[src/rtl/debounce_pkg.sv]
// Shared types and sizing helpers for the debounce_events switch conditioner.
package debounce_pkg;

    typedef enum logic [1:0] {
        RELEASED = 2'd0,
        PRESSED  = 2'd1,
        HELD     = 2'd2
    } hold_state_t;

    // Bits needed to hold the larger of two counts without wrapping.
    function automatic int clog2_max(input int a, input int b);
        int m;
        m = (a > b) ? a : b;
        return $clog2(m + 1);
    endfunction

endpackage

[src/rtl/debounce_channel.sv]
// One switch channel: synchroniser, symmetric disagree filter, edge events
// and long-press / auto-repeat hold FSM.
//
// state    | meaning
// RELEASED | filtered level is 0, no hold timing running
// PRESSED  | level is 1, counting ticks towards the first hold pulse
// HELD     | first hold pulse issued, counting repeat intervals (if enabled)
module debounce_channel
    import debounce_pkg::*;
#(
    parameter int   FILTER_COUNT   = 3,
    parameter int   SYNC_DEPTH     = 2,
    parameter logic INVERT         = 1'b0,
    parameter int   HOLD_SAMPLES   = 500,
    parameter int   REPEAT_SAMPLES = 0
) (
    input  logic clock,
    input  logic reset,
    input  logic sample_tick,
    input  logic async_in,
    output logic level_out,
    output logic rise_pulse,
    output logic fall_pulse,
    output logic hold_pulse
);
    localparam int FILT_W = $clog2(FILTER_COUNT + 1);
    localparam int HOLD_W = clog2_max(HOLD_SAMPLES, REPEAT_SAMPLES);
    localparam logic [FILT_W-1:0] FILT_LAST   = FILT_W'(FILTER_COUNT - 1);
    localparam logic [HOLD_W-1:0] HOLD_LAST   = HOLD_W'(HOLD_SAMPLES);
    localparam logic [HOLD_W-1:0] REPEAT_LAST = HOLD_W'(REPEAT_SAMPLES);

    logic [SYNC_DEPTH-1:0] sync_q;
    logic [FILT_W-1:0]     filt_cnt_q, filt_cnt_d;
    logic                  level_q, level_d;
    logic                  rise_q, rise_d;
    logic                  fall_q, fall_d;
    logic                  hold_q, hold_d;
    hold_state_t           state_q, state_d;
    logic [HOLD_W-1:0]     hold_cnt_q, hold_cnt_d, hold_cnt_inc;
    logic                  sample;

    // Synchroniser resets to the pin's idle value so no false press follows reset.
    always_ff @(posedge clock or posedge reset) begin
        if (reset) begin
            sync_q <= {SYNC_DEPTH{INVERT}};
        end else begin
            sync_q <= {sync_q[SYNC_DEPTH-2:0], async_in};
        end
    end

    assign sample       = sync_q[SYNC_DEPTH-1] ^ INVERT;
    assign hold_cnt_inc = hold_cnt_q + HOLD_W'(1);

    // Disagree filter: level flips only after FILTER_COUNT consecutive disagreeing ticks.
    always_comb begin
        filt_cnt_d = filt_cnt_q;
        level_d    = level_q;
        rise_d     = 1'b0;
        fall_d     = 1'b0;
        if (sample_tick) begin
            if (sample == level_q) begin
                filt_cnt_d = '0;
            end else if (filt_cnt_q == FILT_LAST) begin
                filt_cnt_d = '0;
                level_d    = ~level_q;
                rise_d     = ~level_q;
                fall_d     = level_q;
            end else begin
                filt_cnt_d = filt_cnt_q + FILT_W'(1);
            end
        end
    end

    // Hold FSM next state; a fall wins over any coincident hold match.
    always_comb begin
        state_d    = state_q;
        hold_cnt_d = hold_cnt_q;
        hold_d     = 1'b0;
        if (fall_d) begin
            state_d    = RELEASED;
            hold_cnt_d = '0;
        end else if (rise_d) begin
            state_d    = PRESSED;
            hold_cnt_d = '0;
        end else if (sample_tick) begin
            unique case (state_q)
                PRESSED: begin
                    if (hold_cnt_inc == HOLD_LAST) begin
                        hold_d     = 1'b1;
                        state_d    = HELD;
                        hold_cnt_d = '0;
                    end else begin
                        hold_cnt_d = hold_cnt_inc;
                    end
                end
                HELD: begin
                    if (REPEAT_SAMPLES > 0) begin
                        if (hold_cnt_inc == REPEAT_LAST) begin
                            hold_d     = 1'b1;
                            hold_cnt_d = '0;
                        end else begin
                            hold_cnt_d = hold_cnt_inc;
                        end
                    end
                end
                default: hold_cnt_d = '0;
            endcase
        end
    end

    // Filter, event and hold registers; pulses land with the new level.
    always_ff @(posedge clock or posedge reset) begin
        if (reset) begin
            filt_cnt_q <= '0;
            level_q    <= 1'b0;
            rise_q     <= 1'b0;
            fall_q     <= 1'b0;
            hold_q     <= 1'b0;
            state_q    <= RELEASED;
            hold_cnt_q <= '0;
        end else begin
            filt_cnt_q <= filt_cnt_d;
            level_q    <= level_d;
            rise_q     <= rise_d;
            fall_q     <= fall_d;
            hold_q     <= hold_d;
            state_q    <= state_d;
            hold_cnt_q <= hold_cnt_d;
        end
    end

    assign level_out  = level_q;
    assign rise_pulse = rise_q;
    assign fall_pulse = fall_q;
    assign hold_pulse = hold_q;

endmodule

[src/rtl/debounce_events.sv]
// Multi-channel switch conditioner: shared sample prescaler plus one
// independent debounce_channel per pin.
module debounce_events
    import debounce_pkg::*;
#(
    parameter longint                CLOCK_HZ       = 12_000_000,
    parameter longint                SAMPLE_HZ      = 1000,
    parameter int                    FILTER_COUNT   = 3,
    parameter int                    PORT_BITS      = 1,
    parameter int                    SYNC_DEPTH     = 2,
    parameter logic [PORT_BITS-1:0]  INVERT_MASK    = '0,
    parameter int                    HOLD_SAMPLES   = 500,
    parameter int                    REPEAT_SAMPLES = 0
) (
    input  logic                 clock,
    input  logic                 reset,
    input  logic [PORT_BITS-1:0] async_in,
    output logic [PORT_BITS-1:0] level_out,
    output logic [PORT_BITS-1:0] rise_pulse,
    output logic [PORT_BITS-1:0] fall_pulse,
    output logic [PORT_BITS-1:0] hold_pulse,
    output logic                 sample_tick
);
    localparam longint DIV_L = CLOCK_HZ / SAMPLE_HZ;
    localparam int     DIV   = int'(DIV_L);
    localparam int     PRE_W = (DIV < 2) ? 1 : $clog2(DIV);
    localparam logic [PRE_W-1:0] PRE_LAST = PRE_W'(DIV - 1);

    if (DIV < 2) begin : g_bad_div
        $error("debounce_events: CLOCK_HZ/SAMPLE_HZ must be >= 2");
    end
    if (FILTER_COUNT < 1) begin : g_bad_filter
        $error("debounce_events: FILTER_COUNT must be >= 1");
    end
    if (HOLD_SAMPLES < 1) begin : g_bad_hold
        $error("debounce_events: HOLD_SAMPLES must be >= 1");
    end
    if (SYNC_DEPTH < 2) begin : g_bad_sync
        $error("debounce_events: SYNC_DEPTH must be >= 2");
    end

    logic [PRE_W-1:0] pre_cnt_q, pre_cnt_d;

    // Prescaler wraps at DIV-1; the tick is decoded from the terminal count.
    always_comb begin
        pre_cnt_d = (pre_cnt_q == PRE_LAST) ? '0 : pre_cnt_q + PRE_W'(1);
    end

    // Prescaler register.
    always_ff @(posedge clock or posedge reset) begin
        if (reset) begin
            pre_cnt_q <= '0;
        end else begin
            pre_cnt_q <= pre_cnt_d;
        end
    end

    assign sample_tick = (pre_cnt_q == PRE_LAST);

    for (genvar i = 0; i < PORT_BITS; i++) begin : g_chan
        debounce_channel #(
            .FILTER_COUNT   (FILTER_COUNT),
            .SYNC_DEPTH     (SYNC_DEPTH),
            .INVERT         (INVERT_MASK[i]),
            .HOLD_SAMPLES   (HOLD_SAMPLES),
            .REPEAT_SAMPLES (REPEAT_SAMPLES)
        ) u_chan (
            .clock       (clock),
            .reset       (reset),
            .sample_tick (sample_tick),
            .async_in    (async_in[i]),
            .level_out   (level_out[i]),
            .rise_pulse  (rise_pulse[i]),
            .fall_pulse  (fall_pulse[i]),
            .hold_pulse  (hold_pulse[i])
        );
    end

endmodule

[config.mk]
export PLATFORM = sky130hd
export DESIGN_NAME = debounce_events
export DESIGN_NICKNAME = d
export VERILOG_FILES = /design/src/rtl/debounce_pkg.sv /design/src/rtl/debounce_channel.sv /design/src/rtl/debounce_events.sv
export SDC_FILE = /design/constraint.sdc
export NUM_CORES = 1
export LEC_CHECK = 0
export CORE_MARGIN = 1
export CORE_UTILIZATION = 55
export DETAILED_ROUTE_END_ITERATION = 7
export HOLD_SLACK_MARGIN = 0.12
export PLACE_DENSITY_LB_ADDON = 0.05
export SLEW_MARGIN = 15
export SYNTH_ARGS = -nofsm -noshare
export SYNTH_HDL_FRONTEND = slang
export SYNTH_SLANG_ARGS = --single-unit
[constraint.sdc]
create_clock -name clock -period 3.1 [get_ports clock]
set_input_delay 0.62 -clock clock [delete_from_list [all_inputs] [get_ports clock]]
set_output_delay 0.62 -clock clock [all_outputs]
set_load 0.05 [all_outputs]
* Yosys cells after proc, flatten, opt, wreduce, memory -nomap -nowiden
Cells that the tools add are included.
** Word-level totals
- Register bits :: 33
- Logic and storage cells :: 51
- Output and inout bits :: 5
- Input bits :: 3
** Operators by class
- Add/subtract/negate cells :: 3
- Bitwise operators :: 2
- Reductions and logical operators :: 6
- Multiplexer cells :: 24
- Equality and inequality tests :: 7
** Operator list (number)
- 2-to-1 mux 9 bit :: 4
- case mux 9 bit (2 select lines) :: 1
- adder 14 x 1 -> 14 bit, second input constant :: 1
- equality test 14 bit, second input constant :: 1
- 2-to-1 mux 14 bit :: 1
- 2-to-1 mux 2 bit :: 7
- 2-to-1 mux 1 bit :: 11
- adder 9 x 1 -> 9 bit, second input constant :: 1
- equality test 9 bit, second input constant :: 1
- nonzero test 3 bit :: 3
- AND reduction 3 bit :: 2
- equality test 2 bit, second input constant :: 2
- inequality test 3 x 1 -> 1 bit, second input constant :: 1
- adder 2 x 1 -> 2 bit, second input constant :: 1
- equality test 2 x 1 -> 1 bit, second input constant :: 1
- NOT 1 bit :: 2
- AND reduction 2 bit :: 1
- equality test 1 bit :: 1

* Logic depth before layout (Yosys ltp)
Gate-level depths: netlist of run 1.
- Depth in word-level cells :: 7
- Gate-level depth with buffers :: 7
- Gate-level depth less buffers :: 6

* By module
A second synthesis of run 1 with hierarchy kept.
** Second synthesis, totals
- Cells, all modules :: 155
- Area, all modules :: 1635.3 um^2
** Modules (own cells, without submodules)
- debounce_channel :: cells an instance 84, times used 1, area an instance 920.9 um^2, seq. area each 475.5 um^2
- debounce_events :: cells an instance 71, times used 1, area an instance 714.4 um^2, seq. area each 350.3 um^2

* Worst setup path after synthesis of run 1
No wires, ideal clock.
- Path kind :: register to output
- From :: reg pre_cnt_q[0]
- To :: out sample_tick
- Required time :: 2480 ps
- Slack :: 1159 ps
- Arrival time :: 1321 ps
- Cell stages (with the launch flop) :: 6
- Buffers on the path :: 1
- Cell sequence :: dfrtp_1 ha_1 and3_2 nand4_4 inv_2 buf_4
** Between the ends
- Longest elaborated chain between the ends :: 1
** Ends and longest elaborated chain
- start, declared :: RTL line debounce_events.sv:42 : logic [PRE_W-1:0] pre_cnt_q, pre_cnt_d;
- start signal, assigned :: RTL line debounce_events.sv:54 : pre_cnt_q <= pre_cnt_d;
- equality test 14 bit :: RTL line debounce_events.sv:58 : assign sample_tick = (pre_cnt_q == PRE_LAST);
- end, declared :: RTL line debounce_events.sv:22 : output logic sample_tick
No other way between the ends.

* Final worst setup path of run 1
Same ends and word-level chain as after synthesis.

==> summary.md, run 1 <==
| Metric | Value |
|---|---|
| Cells after Synth | 158 |
| Largest net degree at the start of global routing | 21 |
| Largest area contributor in the netlist | dfrtp_1 |
| Critical Path Source Type | flip-flop |
| Initial Util | between 50% and 60% |
| Drt drc | 0 |
| Final Worst Setup Slack | roughly 430 ps |
| P_sw | 0.000152 W |
| Avg Inst Size Synth | slightly above 10 sq um |
| Share of cells above drive strength 1 | 11.7% |
| First-pass GRT wire length | ~5400 microns |
| Internal Power | roughly 0.00052 W |
| Unrepaired setup endpoints after global routing | false |
| Pwr Density | 382 nW/um^2 |
| Nets | 175 |
| Data required, critical path | 2480 ps |
| FFs w/ async S/R, synth | 100% |
| Sequential power share | 64.1% |
| Met1 Use GR | 28.4% |
| Drt wl/cell | 14.3 microns |
| Dominant cells by area after synthesis | dfrtp_1, xnor2_1, o21ai_0 |
| Setup TNS | 0 ps |
| Most frequent cells in the layout | dfrtp_1, nor2_1, o21ai_0, nand3_1, nand2_1 |
| Most used DFF post-synth | dfrtp_1 |
| GP Congestion | a little under 0.8 |
| Crit-path cells | ha_1 > and3_2 > nand4_4 > inv_2 > buf_4 |
| Number of flops mapped to enable cells by yosys | 0 |
| FF+latch count, synth | 33 |
| Type of element capturing the critical path | output pin |
| Switch share | a little under a quarter |
| Combinational power share | roughly 1.9% |
| # port buffers | 7 |
| Status | completed |
| Clock latency on the worst-skew pair | 340 ps |
| Crit-path leading delay family | buffers and inverters |
| Die height | 56.2 microns |
| Chip width | 56.2 microns |
| Area of the core | 2760 sq um |
| DP HPWL | between 2000 and 2500 microns |
| Relative max-transition margin | 61.0% |
| DRT antenna net count | 0 |
| M2 GR Usage | ~36% |
| Pre-antenna DRT Iters | 4 |
| Clock skew | 6.33 ps |
| Post-synthesis net count | 163 |
| Sequential-to-total area share from yosys stat | approximately 50% |
| Period utilisation layout | 86.3% |
| Grt peak-use layer | met2 |
| # Max-Cap Violations | 0 |
| Post-DR vias/cell | 5.90 |
| # setup viols final | 0 |
| Hold_buf cts | 0 |
| Area grow syn2layout | 9.30% |
| Max Fclk | 0.374 GHz |
| Slowest stage delay, CP | between 400 and 500 ps |
| Hold Crit Class | reg2reg |
| Number of global-route vias before repair | 1,192 |
| H-tree depth | 2 |
| Die ar. | 3160 sq um |
| Tmin final | 2670 ps |
| CTS buffer count | 5 |
| Pre-CTS setup slack | 791 ps |
| CTS tree | yes |
| Hold Vio Cnt, Final | 0 |
| Num Clock Sinks | 33 |
| Synth cell types | 45 |
| Antenna fix cells | 0 |
| Leak Pwr | 0.781 nW |
| Syn. warnings | 0 |
| Slowest stage cell, crit path | dfrtp_1 |
| Least-Margin Pin Slew | 584 ps |
| Total GRT Usage | between 20 and 25% |
| CP bufs+invs | 2 |
| Clock transition at path regs | about 100 ps |
| CTS Root Cell | clkbuf_4 |
| I/O pin total | 8 |
| Critical path data arrival time | 2050 ps |
| Worst VDD drop | 0.000314 V |
| Area of the mapped netlist | about 1600 sq um |
| Aggregate global routing overflow | 0 |
| Final Core Density | 64.0% |
| Crit-path max FO | 18 |
| Via count | 1,191 |
| CTS resizes | 0 |
| Most common cell after layout, fill and taps aside | dfrtp_1 |
| Detailed Route Iter0 Violations | 75 |
| Antenna violations before repair | 0 |
| Row count | 19 |
| Critical path class | reg2out |
| Slew Viols, Final | 0 |
| Clock share of power | about a third |
| M3 GR Usage | 7.44% |
| Setup bufs post-CTS | 0 |
| Clock Path Buffers | 2 |
| Post-Route WL | 2880 microns |
| Yosys top cell area share | 51.2% |
## cells in the mapped netlist, types with 2 or more instances
cell,number
dfrtp_1,33
a21oi_1,2
clkbuf_1,2
a22o_1,2
nand4_1,5
and3_1,2
nand3_1,9
and3_2,3
o21ai_0,11
ha_1,2
xnor2_1,7
o21a_1,2
a31oi_1,3
nand2b_1,4
a21o_1,2
nor2_1,14
xor2_1,5
nand2_1,9
inv_1,6
and2_1,3
a211oi_1,2
nor3_1,7
## kinds of logic (layout without fill, tap and decap cells)
group           after synthesis  in the layout  share of synthesized area [%]
fa+ha+maj                     2              2                           1.55
mux                           2              2                           1.32
flops                        33             33                           51.2
compound gates               31             31                           12.6
buf+inv                      10             23                           2.56
xor+xnor                     12             12                           6.51
simple gates                 68             68                           24.3
## final timing paths
check	start	endpoint	slack (ps)	cells after the start
worst max-delay path	pre_cnt_q[0]	sample_tick	430	5
worst min-delay path	g_chan[0].u_chan.sync_q[0]	g_chan[0].u_chan.sync_q[1]	370	0
worst max register to register	pre_cnt_q[0]	g_chan[0].u_chan.hold_cnt_q[4]	1120	6
worst min register to register	g_chan[0].u_chan.sync_q[0]	g_chan[0].u_chan.sync_q[1]	370	0
max in group asynchronous	reset	pre_cnt_q[8]	1840	3
min in group asynchronous	reset	pre_cnt_q[2]	610	2
## layout make-up
cell class,instances,area (sq um)
clock buffer,6,41.3
clock inverter,2,10.0
fill,226,993
inverter,7,26.3
multi-input combinational,115,747
sequential,33,826
tap,31,38.8
timing repair buffer,8,75.1
## power groups by stage
stage	sequential, W	combinational, W	clock (W)
floorplan	0.000440	0.00000755	0
global placement	0.000440	0.0000135	0
detailed placement	0.000440	0.0000139	0
CTS	0.000432	0.0000139	0.000238
global route	0.000432	0.0000154	0.000259
finish	0.000432	0.0000130	0.000228
## sequential cells by signal (all words and copies together) (netlist names)
signal,count
g_chan.u_chan.state_q,2
g_chan.u_chan.sync_q,2
g_chan.u_chan.filt_cnt_q,2
pre_cnt_q,14
g_chan.u_chan.hold_pulse,1
g_chan.u_chan.fall_pulse,1
g_chan.u_chan.rise_pulse,1
g_chan.u_chan.level_out,1
g_chan.u_chan.hold_cnt_q,9
## metrics by stage
step | hold slack [ps] | cells | power [W] | cell area (sq um)
floorplan | 331 | 158 | 0.000448 | 1610
global placement | 340 | 194 | 0.000454 | 1710
detailed placement | 358 | 194 | 0.000454 | 1710
CTS | 380 | 202 | 0.000684 | 1760
global route | 389 | 202 | 0.000707 | 1760
finish | 372 | 202 | 0.000673 | 1760
## routing by layer
metal	routed length (microns)	part of all wire, %
met1	1340	47
met5	0	0
met3	103	3.6
met4	71	2.5
met2	1370	47
No activity file was read; power rests on OpenSTA's default activity.
==> inputs of run 2 (changes only) <==
Settings changed: CORE_UTILIZATION 55 to 45, MAX_ROUTING_LAYER from default to met4.
==> run 2 against run 1 <==
Final cell count increased by 7.9%. Clock power about the same. Register-to-register slack got worse by 60 ps. Total power increased by 0.35%. Critical path type unchanged. Critical endpoint unchanged. Highest routed layer unchanged.
==> summary.md, run 2 (synthesis gave the netlist of run 1 again) <==
| Metric | Value |
|---|---|
| GP Congestion | 0.848 (was 0.782) |
| Most frequent cells in the layout | dfrtp_1, nor2_1, o21ai_0, nand3_1, nand2_1 (unchanged) |
| Regs by FF count | pre_cnt_q x14, g_chan.u_chan.hold_cnt_q x9 (unchanged) |
| Met2 wire length | 1450 microns (was 1370 microns) |
| I/O pin total | 8 (unchanged) |
| Hold_buf cts | 0 (unchanged) |
| Met3 wire length | 107 microns (was 103 microns) |
| Worst VDD drop | 0.000223 V (was 0.000314 V) |
| DP HPWL | 2190 microns (was 2030 microns) |
| R2R depth | 6 (unchanged) |
| Max Fclk | 0.371 GHz (was 0.374 GHz) |
| Drt wl/cell | 14.0 microns (was 14.3 microns) |
| Drt drc | 0 (unchanged) |
| Most common cell after layout, fill and taps aside | dfrtp_1 (unchanged) |
| Antenna violations before repair | 0 (unchanged) |
| Hold Vio Cnt, Final | 0 (unchanged) |
| Total GRT Usage | 19.7% (was 22.5%) |
| Tmin final | 2700 ps (was 2670 ps) |
| Clock Path Buffers | 2 (unchanged) |
| H-tree depth | 2 (unchanged) |
| Slowest stage delay, CP | 410 ps (about the same) |
| Detailed Route Iter0 Violations | 61 (was 75) |
| CTS tree | yes (unchanged) |
| CTS Root Cell | clkbuf_4 (unchanged) |
| Largest net degree at the start of global routing | 19 (was 21) |
| First-pass GRT wire length | 5100 microns (was 5400 microns) |
| Post-DR vias/cell | 5.55 (was 5.90) |
| Antenna fix cells | 0 (unchanged) |
| Hold path startpoint | g_chan[0].u_chan.sync_q[0] (unchanged) |
| Critical path data arrival time | 2080 ps (was 2050 ps) |
| Hold Crit Class | reg2reg (unchanged) |
| Largest reg by FF count | pre_cnt_q (unchanged) |
| # Max-Cap Violations | 0 (unchanged) |
| Uppermost routed layer | met4 (unchanged) |
| Slowest stage cell, crit path | dfrtp_1 (unchanged) |
| Critical path class | reg2out (unchanged) |
| Clock skew | 6.94 ps (was 6.33 ps) |
| Worst reg2reg setup slack | 1060 ps (was 1120 ps) |
| Combinational power share | 2.1% (was 1.9%) |
| Crit-path leading delay family | buffers and inverters (unchanged) |
| Chip width | 61.9 microns (was 56.2 microns) |
| Worst hold path endpoint | g_chan[0].u_chan.sync_q[1] (unchanged) |
| Clock transition at path regs | 100 ps (about the same) |
| Worst r2r dst | g_chan[0].u_chan.hold_cnt_q[4] (unchanged) |
| Row count | 21 (was 19) |
| Pre-antenna DRT Iters | 4 (unchanged) |
| # fillers | 304 (was 226) |
| # setup viols final | 0 (unchanged) |
| Aggregate global routing overflow | 0 (unchanged) |
| Status | completed (unchanged) |
| Setup bufs post-CTS | 0 (unchanged) |
| Share of cells above drive strength 1 | 12.2% (was 11.7%) |
| Type of element capturing the critical path | output pin (unchanged) |
| Crit-path max FO | 18 (unchanged) |
| Num Clock Sinks | 33 (unchanged) |
| Critical Path Source Type | flip-flop (unchanged) |
| CTS buffer count | 5 (unchanged) |
| Sequential power share | 63.9% (was 64.1%) |
| P_sw | 0.000154 W (was 0.000152 W) |
| Area of the core | 3390 sq um (was 2760 sq um) |
| CP bufs+invs | 2 (unchanged) |
| DRT antenna net count | 0 (unchanged) |
| Setup TNS | 0 ps (unchanged) |
| Least-Margin Pin Slew | 640 ps (was 584 ps) |
| M1 wire length | 1400 microns (was 1340 microns) |
| Data required, critical path | 2480 ps (about the same) |
| # port buffers | 7 (unchanged) |
| Switch share | 22.7% (was 22.6%) |
| Area grow syn2layout | 10.9% (was 9.30%) |
| Clock latency on the worst-skew pair | 340 ps (about the same) |
| Pwr Density | 377 nW/um^2 (was 382 nW/um^2) |
| Non-Filler Instances | 218 (was 202) |
| WHS Path Cells | 0 (unchanged) |
| Via count | 1,209 (was 1,191) |
| Number of global-route vias before repair | 1,135 (was 1,192) |
| Worst flop-to-flop path startpoint | pre_cnt_q[0] (unchanged) |
| Internal Power | 0.000522 W (was 0.000521 W) |
| Die height | 61.9 microns (was 56.2 microns) |
| Slew Viols, Final | 0 (unchanged) |
| Post-Route WL | 3050 microns (was 2880 microns) |
| Number of flip-flops in the largest register | 14 (unchanged) |
| Nets | 176 (was 175) |
| Crit-path cells | ha_1 > and3_2 > nand4_4 > inv_2 > buf_4 (unchanged) |
| Initial Util | 47.6% (was 58.5%) |
| Inst Count DP | 210 (was 194) |
| Period utilisation layout | 87.0% (was 86.3%) |
| Clock share of power | 34.0% (was 33.9%) |
| Die ar. | 3830 sq um (was 3160 sq um) |
| CTS resizes | 0 (unchanged) |
| Relative max-transition margin | 57.4% (was 61.0%) |
| Leak Pwr | 0.786 nW (was 0.781 nW) |
| Unrepaired setup endpoints after global routing | false (unchanged) |
## run 2: cell count changes in the layout (fill, tap and decap cells not counted), sizes merged
cell  previous run  this run
buf              2         3
## run 2: how the worst max path moves through the flow
stage | depth (start not counted) | slack, ps | end | startpoint
after floorplan | 5 | 1160 | sample_tick | pre_cnt_q[0]
after CTS | 5 | 370 | sample_tick | pre_cnt_q[0]
after detailed placement | 5 | 760 | sample_tick | pre_cnt_q[0]
after global placement | 5 | 830 | sample_tick | pre_cnt_q[0]
after global routing | 5 | 230 | sample_tick | pre_cnt_q[0]
final | 5 | 400 | sample_tick | pre_cnt_q[0]
## run 2: stage by stage
step	worst slack (ps)	cell area, sq um	hold slack, ps	total power (W)	utilization (%)
2_1_floorplan	1160	1610	331	0.000448	-
3_3_place_gp	827	1740	341	0.000455	51.3
3_5_place_dp	756	1740	348	0.000455	51.3
4_1_cts	365	1790	373	0.000689	52.8
5_1_grt	233	1790	383	0.000704	52.8
6_report	403	1790	367	0.000676	52.8
## run 2: layer usage
layer | GRT usage (%) | up-vias
met5 | - | -
met4 | 12.4 | 0
met3 | 4.35 | 8
met2 | 29.3 | 25
met1 | 24.3 | 582
li1 | - | 594
## run 2: worst register-to-register path: stages (launching register included)
cell	delay (ps)
dfrtp_1	410
ha_1	240
and3_2	220
nand4_4	250
inv_2	350
nand3_1	240
o211ai_1	250
## run 2: power groups by stage
stage / Sequential (W) / Clock [W] / Combinational, W
after floorplan: 0.000440 / 0 / 0.00000755
after global placement: 0.000440 / 0 / 0.0000144
after detailed placement: 0.000440 / 0 / 0.0000148
after CTS: 0.000432 / 0.000242 / 0.0000148
after global routing: 0.000432 / 0.000255 / 0.0000166
final: 0.000432 / 0.000230 / 0.0000141
## run 2: cell type report
| cell class | instances | area (sq um) | area share, % |
|---|---|---|---|
| multi-input combinational | 115 | 747 | 41.7 |
| clock buffer | 6 | 41.3 | 2.31 |
| inverter | 7 | 26.3 | 1.47 |
| tap | 46 | 57.6 | 3.21 |
| timing repair buffer | 9 | 82.6 | 4.61 |
| sequential | 33 | 826 | 46.1 |
| clock inverter | 2 | 10.0 | 0.559 |
==> inputs of run 3 (changes only) <==
Settings changed: CELL_PAD_IN_SITES_DETAIL_PLACEMENT from default to 1, CELL_PAD_IN_SITES_GLOBAL_PLACEMENT from default to 1.
==> run 3 against run 2 <==
First-iteration DRC count rose by 20%. Critical endpoint unchanged. Hold slack better by 0.81 ps. Sequential power barely moved. Die area unchanged. Worst setup slack better by 260 ps. Count of clock-buffer cells in the layout is 1 higher. Routed wire length increased by 18%. Sequential share of layout area is 0.85 points lower. Clock skew grew 3.7 ps. Via count up 3.1%. Combinational power shrank 5%. Final cell count unchanged.
==> summary.md, run 3 (synthesis gave the netlist of run 1 again) <==
| Metric | Value |
|---|---|
| Hold slack | 368 ps (was 367 ps) |
| Least-Margin Pin Slew | 671 ps (was 640 ps) |
| Slew Viols, Final | 0 (unchanged) |
| Hold Crit Class | reg2reg (unchanged) |
| Number of flip-flops in the largest register | 14 (unchanged) |
| Via count | 1,247 (was 1,209) |
| Max Fclk | 0.410 GHz (was 0.371 GHz) |
| Post-DR vias/cell | 5.72 (was 5.55) |
| Area grow syn2layout | 13.0% (was 10.9%) |
| Drt drc | 0 (unchanged) |
| Crit-path leading delay family | simple AND/OR/NAND/NOR gates (was buffers and inverters) |
| Hold Vio Cnt, Final | 0 (unchanged) |
| Status | completed (unchanged) |
| DP Area | 1740 sq um (unchanged) |
| Critical path data arrival time | 1820 ps (was 2080 ps) |
| CTS Root Cell | clkbuf_4 (unchanged) |
| Clock skew | 10.7 ps (was 6.94 ps) |
| Period utilisation layout | 78.6% (was 87.0%) |
| First-pass GRT wire length | 5910 microns (was 5100 microns) |
| Final Core Density | 53.8% (was 52.8%) |
| # setup viols final | 0 (unchanged) |
| Slowest stage delay, CP | 430 ps (was 410 ps) |
| Setup TNS | 0 ps (unchanged) |
| DRT antenna net count | 0 (unchanged) |
| Largest net degree at the start of global routing | 28 (was 19) |
| CP bufs+invs | 2 (unchanged) |
| Share of cells above drive strength 1 | 12.2% (unchanged) |
| Pre-CTS setup slack | 1040 ps (was 756 ps) |
| DP HPWL | 2480 microns (was 2190 microns) |
| Critical path class | reg2out (unchanged) |
| Type of element capturing the critical path | output pin (unchanged) |
| # port buffers | 7 (unchanged) |
| Num Clock Sinks | 33 (unchanged) |
| Pre-antenna DRT Iters | 4 (unchanged) |
| Row count | 21 (unchanged) |
| Chip width | 61.9 microns (unchanged) |
| Most frequent cells in the layout | dfrtp_1, nor2_1, o21ai_0, nand3_1, nand2_1 (unchanged) |
| Die ar. | 3830 sq um (unchanged) |
| Final Worst Setup Slack | 664 ps (was 403 ps) |
| Regs by FF count | pre_cnt_q x14, g_chan.u_chan.hold_cnt_q x9 (unchanged) |
| Pwr Density | 433 nW/um^2 (was 377 nW/um^2) |
| Hold_buf cts | 0 (unchanged) |
| Slowest stage cell, crit path | dfrtp_1 (unchanged) |
| Post-Route WL | 3580 microns (was 3050 microns) |
| Clock Path Buffers | 2 (unchanged) |
| Number of global-route vias before repair | 1,203 (was 1,135) |
| Leak Pwr | 0.800 nW (was 0.786 nW) |
| Setup bufs post-CTS | 0 (unchanged) |
| CTS tree | yes (unchanged) |
| Initial Util | 47.6% (unchanged) |
| Most common cell after layout, fill and taps aside | dfrtp_1 (unchanged) |
| Unrepaired setup endpoints after global routing | false (unchanged) |
| # fillers | 380 (was 304) |
| Area of the core | 3390 sq um (unchanged) |
| Nets | 176 (unchanged) |
| Aggregate global routing overflow | 0 (unchanged) |
| Die height | 61.9 microns (unchanged) |
| Detailed Route Iter0 Violations | 73 (was 61) |
| Antenna violations before repair | 0 (unchanged) |
| Worst VDD drop | 0.000333 V (was 0.000223 V) |
| Fin area | 1820 sq um (was 1790 sq um) |
| Tmin final | 2440 ps (was 2700 ps) |
| Critical Path Source Type | flip-flop (unchanged) |
| H-tree depth | 2 (unchanged) |
| Data required, critical path | 2480 ps (about the same) |
| Crit-path max FO | 18 (unchanged) |
| Clock transition at path regs | 110 ps (was 100 ps) |
| GP Congestion | 0.826 (was 0.848) |
| CTS buffer count | 5 (unchanged) |
| Largest reg by FF count | pre_cnt_q (unchanged) |
| CTS resizes | 0 (unchanged) |
| Crit-path cells | ha_1 > and3_2 > nand4_4 > inv_2 > buf_4 (unchanged) |
| I/O pin total | 8 (unchanged) |
| Drt wl/cell | 16.4 microns (was 14.0 microns) |
| Relative max-transition margin | 55.3% (was 57.4%) |
| Antenna fix cells | 0 (unchanged) |
| Total GRT Usage | 22.7% (was 19.7%) |
| # Max-Cap Violations | 0 (unchanged) |
| Clock latency on the worst-skew pair | 340 ps (about the same) |
run 3: cell count changes in the layout (fill, tap and decap cells not counted), sizes merged:
cell,change
clkinv,-2
bufinv,+1
clkbuf,+1
run 3: worst register-to-register path: stages (launching register included):
cell,delay (ps)
dfrtp_1,430
ha_1,240
and3_2,220
nand4_4,260
inv_2,130
buf_4,230
nand3_1,200
o21ai_0,220
run 3: final timing paths:
| check | startpoint | to | slack (ps) | cells past startpoint |
|---|---|---|---|---|
| min in group asynchronous | reset | pre_cnt_q[0] | 490 | 2 |
| worst max register to register | pre_cnt_q[0] | g_chan[0].u_chan.hold_cnt_q[0] | 1090 | 7 |
| max in group asynchronous | reset | g_chan[0].u_chan.hold_cnt_q[0] | 1960 | 3 |
| worst min-delay path | g_chan[0].u_chan.sync_q[0] | g_chan[0].u_chan.sync_q[1] | 370 | 0 |
| worst max-delay path | pre_cnt_q[0] | sample_tick | 660 | 5 |
| worst min register to register | g_chan[0].u_chan.sync_q[0] | g_chan[0].u_chan.sync_q[1] | 370 | 0 |
run 3: area by class of cell:
class                   count  area (sq um)  area share (%)
flip-flops and latches     33           826            45.3
multi-input cells         115           747            40.9
repair buffers              9          82.6            4.53
well taps                  46          57.6            3.16
clock buffers               7          55.1            3.02
clock inverters             1          30.0            1.65
inverters                   7          26.3            1.44
run 3: routing by layer:
layer	track usage, %	vias to the layer above	routed length (microns)
met4	11.7	0	77
met3	6.42	9	78
met5	-	-	0
met1	27.8	636	1660
li1	-	590	-
met2	34.3	12	1760
run 3: where the power goes:
group,switching [W],leakage [nW],internal [W]
sequential,0.000000488,0.442,0.000431
combinational,0.00000982,0.312,0.00000358
clock,0.000152,0.0455,0.000193
total,0.000162,0.800,0.000628
run 3: through the flow:
| step | instances | power (W) |
|---|---|---|
| final | 218 | 0.000790 |
| after CTS | 218 | 0.000800 |
| after floorplan | 158 | 0.000448 |
| after global routing | 218 | 0.000821 |
| after global placement | 210 | 0.000454 |
| after detailed placement | 210 | 0.000455 |
